File: src/rtl/fsm_prog_core_if.sv
// fsm_prog_core_if: configuration, step and status bundle for fsm_prog_core.
//   master drives in_data, step_en, cfg_we, cfg_addr ({state, input}), cfg_ns, cfg_out, cfg_lock;
//   slave drives locked, cfg_err, state, out_data, trans_cnt.
interface fsm_prog_core_if #(
  parameter int IN_W  = 2,
  parameter int ST_W  = 2,
  parameter int OUT_W = 2,
  parameter int CNT_W = 8
);
  logic [IN_W-1:0]      in_data;
  logic                 step_en;
  logic                 cfg_we;
  logic [ST_W+IN_W-1:0] cfg_addr;
  logic [ST_W-1:0]      cfg_ns;
  logic [OUT_W-1:0]     cfg_out;
  logic                 cfg_lock;
  logic                 locked;
  logic                 cfg_err;
  logic [ST_W-1:0]      state;
  logic [OUT_W-1:0]     out_data;
  logic [CNT_W-1:0]     trans_cnt;
  modport master (
    output in_data, step_en, cfg_we, cfg_addr, cfg_ns, cfg_out, cfg_lock,
    input  locked, cfg_err, state, out_data, trans_cnt
  );
  modport slave (
    input  in_data, step_en, cfg_we, cfg_addr, cfg_ns, cfg_out, cfg_lock,
    output locked, cfg_err, state, out_data, trans_cnt
  );
endinterface

File: src/rtl/fsm_prog_core.sv
// fsm_prog_core: table-driven FSM, loaded while unlocked, stepped once locked.
//   clk, rst (async, active-high); bus (fsm_prog_core_if.slave) carries config, step and status.
//   Define FSM_PROG_TRANS_CNT_EN to build the saturating transition counter; otherwise trans_cnt is 0.
module fsm_prog_core #(
  parameter int              IN_W        = 2,
  parameter int              ST_W        = 2,
  parameter int              OUT_W       = 2,
  parameter logic [ST_W-1:0] RESET_STATE = '0,
  parameter int              CNT_W       = 8
) (
  input logic            clk,
  input logic            rst,
  fsm_prog_core_if.slave bus
);
  localparam int AW = ST_W + IN_W;
  localparam int N  = 1 << AW;
  typedef enum logic {CFG, RUN} phase_t;
  phase_t           r_phase;
  logic [ST_W-1:0]  r_ns [N];
  logic [OUT_W-1:0] r_tout [N];
  logic [ST_W-1:0]  r_state;
  logic [OUT_W-1:0] r_out;
  logic             r_err;
  logic [AW-1:0]    w_idx;
  logic [ST_W-1:0]  w_ns;
  assign w_idx = {r_state, bus.in_data};
  assign w_ns  = r_ns[w_idx];
  always_ff @(posedge clk or posedge rst)
    if (rst) begin
      r_phase <= CFG;
      r_state <= RESET_STATE;
      r_out   <= '0;
      r_err   <= 1'b0;
      for (int i = 0; i < N; i++) begin
        r_ns[i]   <= RESET_STATE;
        r_tout[i] <= '0;
      end
    end else if (r_phase == CFG) begin
      if (bus.cfg_we) begin
        r_ns[bus.cfg_addr]   <= bus.cfg_ns;
        r_tout[bus.cfg_addr] <= bus.cfg_out;
      end
      if (bus.cfg_lock) r_phase <= RUN;
    end else begin
      if (bus.cfg_we) r_err <= 1'b1;
      if (bus.step_en) begin
        r_state <= w_ns;
        r_out   <= r_tout[w_idx];
      end
    end
`ifdef FSM_PROG_TRANS_CNT_EN
  logic [CNT_W-1:0] r_cnt;
  always_ff @(posedge clk or posedge rst)
    if (rst) r_cnt <= '0;
    else if (r_phase == RUN && bus.step_en && w_ns != r_state && r_cnt != {CNT_W{1'b1}})
      r_cnt <= r_cnt + 1'b1;
  assign bus.trans_cnt = r_cnt;
`else
  assign bus.trans_cnt = {CNT_W{1'b0}};
`endif
  assign bus.locked   = (r_phase == RUN);
  assign bus.cfg_err  = r_err;
  assign bus.state    = r_state;
  assign bus.out_data = r_out;
endmodule

File: src/flat_wrapper.sv
// flat-port wrapper written by rule: the top's interface ports become plain ports
module fsm_prog_core_flat 
#(
  parameter int              IN_W        = 2,
  parameter int              ST_W        = 2,
  parameter int              OUT_W       = 2,
  parameter logic [ST_W-1:0] RESET_STATE = '0,
  parameter int              CNT_W       = 8
)
  (clk, rst, bus_in_data, bus_step_en, bus_cfg_we, bus_cfg_addr, bus_cfg_ns, bus_cfg_out, bus_cfg_lock, bus_locked, bus_cfg_err, bus_state, bus_out_data, bus_trans_cnt);
  fsm_prog_core_if #(.IN_W(IN_W), .ST_W(ST_W), .OUT_W(OUT_W), .CNT_W(CNT_W)) bus_i ();
  input logic clk;
  input logic rst;
  input wire logic [$bits(bus_i.in_data)-1:0] bus_in_data;
  input wire logic [$bits(bus_i.step_en)-1:0] bus_step_en;
  input wire logic [$bits(bus_i.cfg_we)-1:0] bus_cfg_we;
  input wire logic [$bits(bus_i.cfg_addr)-1:0] bus_cfg_addr;
  input wire logic [$bits(bus_i.cfg_ns)-1:0] bus_cfg_ns;
  input wire logic [$bits(bus_i.cfg_out)-1:0] bus_cfg_out;
  input wire logic [$bits(bus_i.cfg_lock)-1:0] bus_cfg_lock;
  output wire logic [$bits(bus_i.locked)-1:0] bus_locked;
  output wire logic [$bits(bus_i.cfg_err)-1:0] bus_cfg_err;
  output wire logic [$bits(bus_i.state)-1:0] bus_state;
  output wire logic [$bits(bus_i.out_data)-1:0] bus_out_data;
  output wire logic [$bits(bus_i.trans_cnt)-1:0] bus_trans_cnt;
  assign bus_i.in_data = bus_in_data;
  assign bus_i.step_en = bus_step_en;
  assign bus_i.cfg_we = bus_cfg_we;
  assign bus_i.cfg_addr = bus_cfg_addr;
  assign bus_i.cfg_ns = bus_cfg_ns;
  assign bus_i.cfg_out = bus_cfg_out;
  assign bus_i.cfg_lock = bus_cfg_lock;
  assign bus_locked = bus_i.locked;
  assign bus_cfg_err = bus_i.cfg_err;
  assign bus_state = bus_i.state;
  assign bus_out_data = bus_i.out_data;
  assign bus_trans_cnt = bus_i.trans_cnt;
  fsm_prog_core #(.IN_W(IN_W), .ST_W(ST_W), .OUT_W(OUT_W), .RESET_STATE(RESET_STATE), .CNT_W(CNT_W)) u_core (.clk(clk), .rst(rst), .bus(bus_i));
endmodule
File: config.mk
export PLATFORM = sky130hd
export DESIGN_NAME = fsm_prog_core_flat
export DESIGN_NICKNAME = d
export VERILOG_FILES = /design/src/rtl/fsm_prog_core_if.sv /design/src/rtl/fsm_prog_core.sv /design/src/flat_wrapper.sv
export SDC_FILE = /design/constraint.sdc
export NUM_CORES = 1
export LEC_CHECK = 0
export BUFFER_PORTS_ARGS = -buffer_cell sky130_fd_sc_hd__buf_4
export CORE_ASPECT_RATIO = 1.4
export CORE_MARGIN = 2
export CORE_UTILIZATION = 34
export CTS_BUF_LIST = sky130_fd_sc_hd__clkbuf_4
export DETAILED_ROUTE_END_ITERATION = 7
export HOLD_SLACK_MARGIN = 0.08
export PLACE_DENSITY = 0.51
export SLEW_MARGIN = 20
export SYNTH_ARGS = -nofsm -noshare
export SYNTH_HDL_FRONTEND = slang
export SYNTH_SLANG_ARGS = --single-unit
export TNS_END_PERCENT = 50
File: constraint.sdc
create_clock -name clk -period 2.26 [get_ports clk]
set_clock_uncertainty 0.15 [all_clocks]
set_input_delay 0 -clock clk [delete_from_list [all_inputs] [get_ports clk]]
set_output_delay 0 -clock clk [all_outputs]
set_load 0.01 [all_outputs]
==> impl_metrics.tcl <==
set metrics [dict create \
    status "completed" \
    clock_insertion_delay_worst_skew_ns 0.41 \
    p_clk_share_pct 28.2 \
    crit_arrival_ns 2.24 \
    fin_crit_sh_pct 90.1 \
    power-per-cell-area_nw_per_um2 597 \
    slowest_delay_ns 0.58 \
    dr.first_iter.drc_count 124 \
    hold_viol 0 \
    start_kind "flop" \
    crit_fanout 12 \
    leakagePower_nw 1.86 \
    synth_cell_types 30 \
    postCtsSetupBuffers 0 \
    power_switching_mw 0.598 \
    initial_core_util_pct 35.0 \
    yosysMostFrequentCell "dfrtp_1" \
    cts_hold_buf 15 \
    gr-usage-met2_pct 25.8 \
    first_pass_iters 4 \
    cts_made_buffers 9 \
    h-tree-depth 3 \
    vias 2012 \
    fmax_mhz 491 \
    hp-class "in -> reg" \
    syn_area_per_cell_um2 14.3 \
    yosys.area_share.simple_pct 6.72 \
    critPathSlowestCell "dfrtp_1" \
    finalPower_mw 2.26 \
    synthArstFlopShare_pct 100 \
    hpwl_mm 5.25 \
    netlist.area_leader.share_pct 52.9 \
    cp.required_ns 2.46 \
    synth_area_um2 3310 \
    fin_crit_ns 2.04 \
    die_h_um 121 \
    synth_area_leader_cell "dfrtp_1" \
    ctsResizeCount 0 \
    grt_first_pass_wirelength_mm 12.0 \
    path_cells "nor2_1 > a22oi_1 > a31oi_1 > a31oi_1 > dlygate4sd3_1" \
    drv_cap 0 \
    rsz0062_at_grt "false" \
    finalSetupViolations 0 \
    synth_area_leaders "dfrtp_1 (53%), mux2_2 (22%), mux4_2 (4.1%), mux2i_1 (3.9%), mux4_1 (3.2%)" \
    core_area_um2 9460 \
    synthCells 232 \
    num-fill-cells 933 \
    clockBufferDepth 2 \
    drc 0 \
    hold_depth 4 \
    synthFlopType "dfrtp_1" \
    routed_via_density 5.21 \
    ys.warnings.count 0 \
    area.growth.synth_to_final_pct 14.5 \
    ctsRootBufferMaster "clkbuf_4" \
    grt_max_degree 34 \
    ys_ff_latch 70 \
    grt_pass1_vias 2090 \
    wl_per_cell_um 19.4 \
    grtUsageTotal_pct 16.0 \
    fp.dieW_um 87.4 \
    seqPwrFrac_pct 59.4 \
    drtAntennaViolNets 0 \
    critPathMostFrequentCell "a31oi_1" \
    drive_gt1_share_pct 39.6 \
    met3_usage_pct 3.21 \
    rr_worst_depth 5 \
    seq_area_frac_synth_pct 52.9 \
    path_clk_slew_ns 0.10 \
    r2r_slack_ns 0.22 \
    synth_top_family_by_area "multiplexers" \
    grt_overflow 0 \
    p_int_mw 1.67 \
    cts_tree "built" \
    synth-edff-count 0 \
    worst_slew_pin_slew_ns 0.555 \
    synthAdderAreaFrac_pct 0 \
    clock-sinks 70 \
    post-route-util_pct 40.1 \
    rows 42 \
    busiest_layer "met2" \
    portBuffers 20 \
    place_congestion 0.742 \
    relSlewSlack_pct 63.0 \
    fin_nets 286 \
    synth_compound_area_share_pct 3.55 \
    synth_common_cells "dfrtp_1 (70), mux2_2 (64), nand2_1 (15)" \
    cp-end-kind "flop" \
    critPathKind "reg -> reg" \
    wirelength_mm 7.50 \
    synthMuxAreaShare_pct 32.9 \
    antenna_found_initial 1 \
    switching_share_pct 26.4 \
    synth_xor_area_share_pct 0 \
    die_area_um2 10600 \
    ir_worst_vdd_mv 0.214 \
    tns_ns 0 \
    grt_use_met1_pct 20.3 \
    power_frac_comb_pct 12.3 \
    slew_viol_final 0 \
    io_pins 29 \
]
-- cell families (layout without fill, tap and decap cells) --
logic type / after synthesis / count (layout)
buffers and inverters: 19 / 55
AND/OR/NAND/NOR: 39 / 39
other: 1 / 9
multiplexers: 87 / 87
AO/OA/AOI/OAI: 16 / 16
flip-flops: 70 / 70
-- registers in the layout (all words and copies together) (netlist names) --
register	flops
u_core.r_tout	32
u_core.bus.locked	1
u_core.bus.cfg_err	1
u_core.bus.out_data	2
u_core.bus.state	2
u_core.r_ns	32
-- power by group through the flow --
| stage | Combinational, mW | Clock [mW] | Sequential, mW |
|---|---|---|---|
| after floorplan | 0.155 | 0 | 1.36 |
| after global placement | 0.250 | 0 | 1.37 |
| after detailed placement | 0.252 | 0 | 1.37 |
| after CTS | 0.284 | 0.678 | 1.34 |
| after global routing | 0.310 | 0.722 | 1.35 |
| final | 0.279 | 0.639 | 1.35 |
-- final timing paths --
path / startpoint / to
setup / recovery: u_core.bus.state[0]$_DFFE_PP0P_ / u_core.bus.state[1]$_DFFE_PP0P_
hold / removal: bus_in_data[0] / u_core.bus.state[0]$_DFFE_PP0P_
setup reg to reg: u_core.bus.state[0]$_DFFE_PP0P_ / u_core.bus.state[1]$_DFFE_PP0P_
hold reg to reg: u_core.bus.cfg_err$_DFFE_PP0P_ / u_core.bus.cfg_err$_DFFE_PP0P_
max in group asynchronous: rst / u_core.r_tout[0]$_DFFE_PP0P_
min in group asynchronous: rst / u_core.r_ns[26]$_DFFE_PP0P_
-- critical path: cells and delay by family (launching register included) --
| kind | cells | cell delay [ns] |
|---|---|---|
| simple gates | 1 | 0.15 |
| flops | 1 | 0.58 |
| compound gates | 3 | 0.53 |
| buf+inv | 1 | 0.56 |
-- stage by stage --
step                instance area [µm²]  std cells  setup WS [ns]  hold WS [ns]
floorplan                          3340        239          0.342       -0.0407
global placement                   3540        355          0.451       -0.0555
detailed placement                 3540        355          0.444       -0.0527
CTS                                3790        385          0.225        0.0929
global route                       3790        386          0.140         0.134
finish                             3790        386          0.224         0.144
-- layout make-up --
cell class                      count  area (µm²)  area share [%]
Clock inverter                      4        15.0           0.396
Clock buffer                       11        82.6            2.18
Antenna cell                        1        2.50          0.0660
Multi-Input combinational cell    150        1460            38.5
Timing Repair Buffer               38         335            8.84
Sequential cell                    70        1750            46.2
Inverter                            2        7.51           0.198
Tap cell                          110         138            3.63
-- placed cells by master, fill, tap and decap left out, types with 2 or more instances in the layout --
cell and count:
dlygate4sd3_1 15, dfrtp_1 70, clkinv_1 4, conb_1 8, mux4_1 4, a22oi_1 3, buf_4 22, mux2i_1 13
mux2_2 64, o21ai_0 2, and4bb_2 2, nand2_1 15, nor2b_1 6, mux4_2 6, and2b_1 4, a31oi_1 3
nor2_1 5, and3_1 2, a211oi_1 3, clkbuf_4 11
-- metal layers --
layer  wire length [µm]  part of all wire (%)
met5                  0                     0
met4                165                   2.2
met3                253                   3.4
met2               3750                    50
met1               3330                    44
No activity file was read; power rests on OpenSTA's default activity.
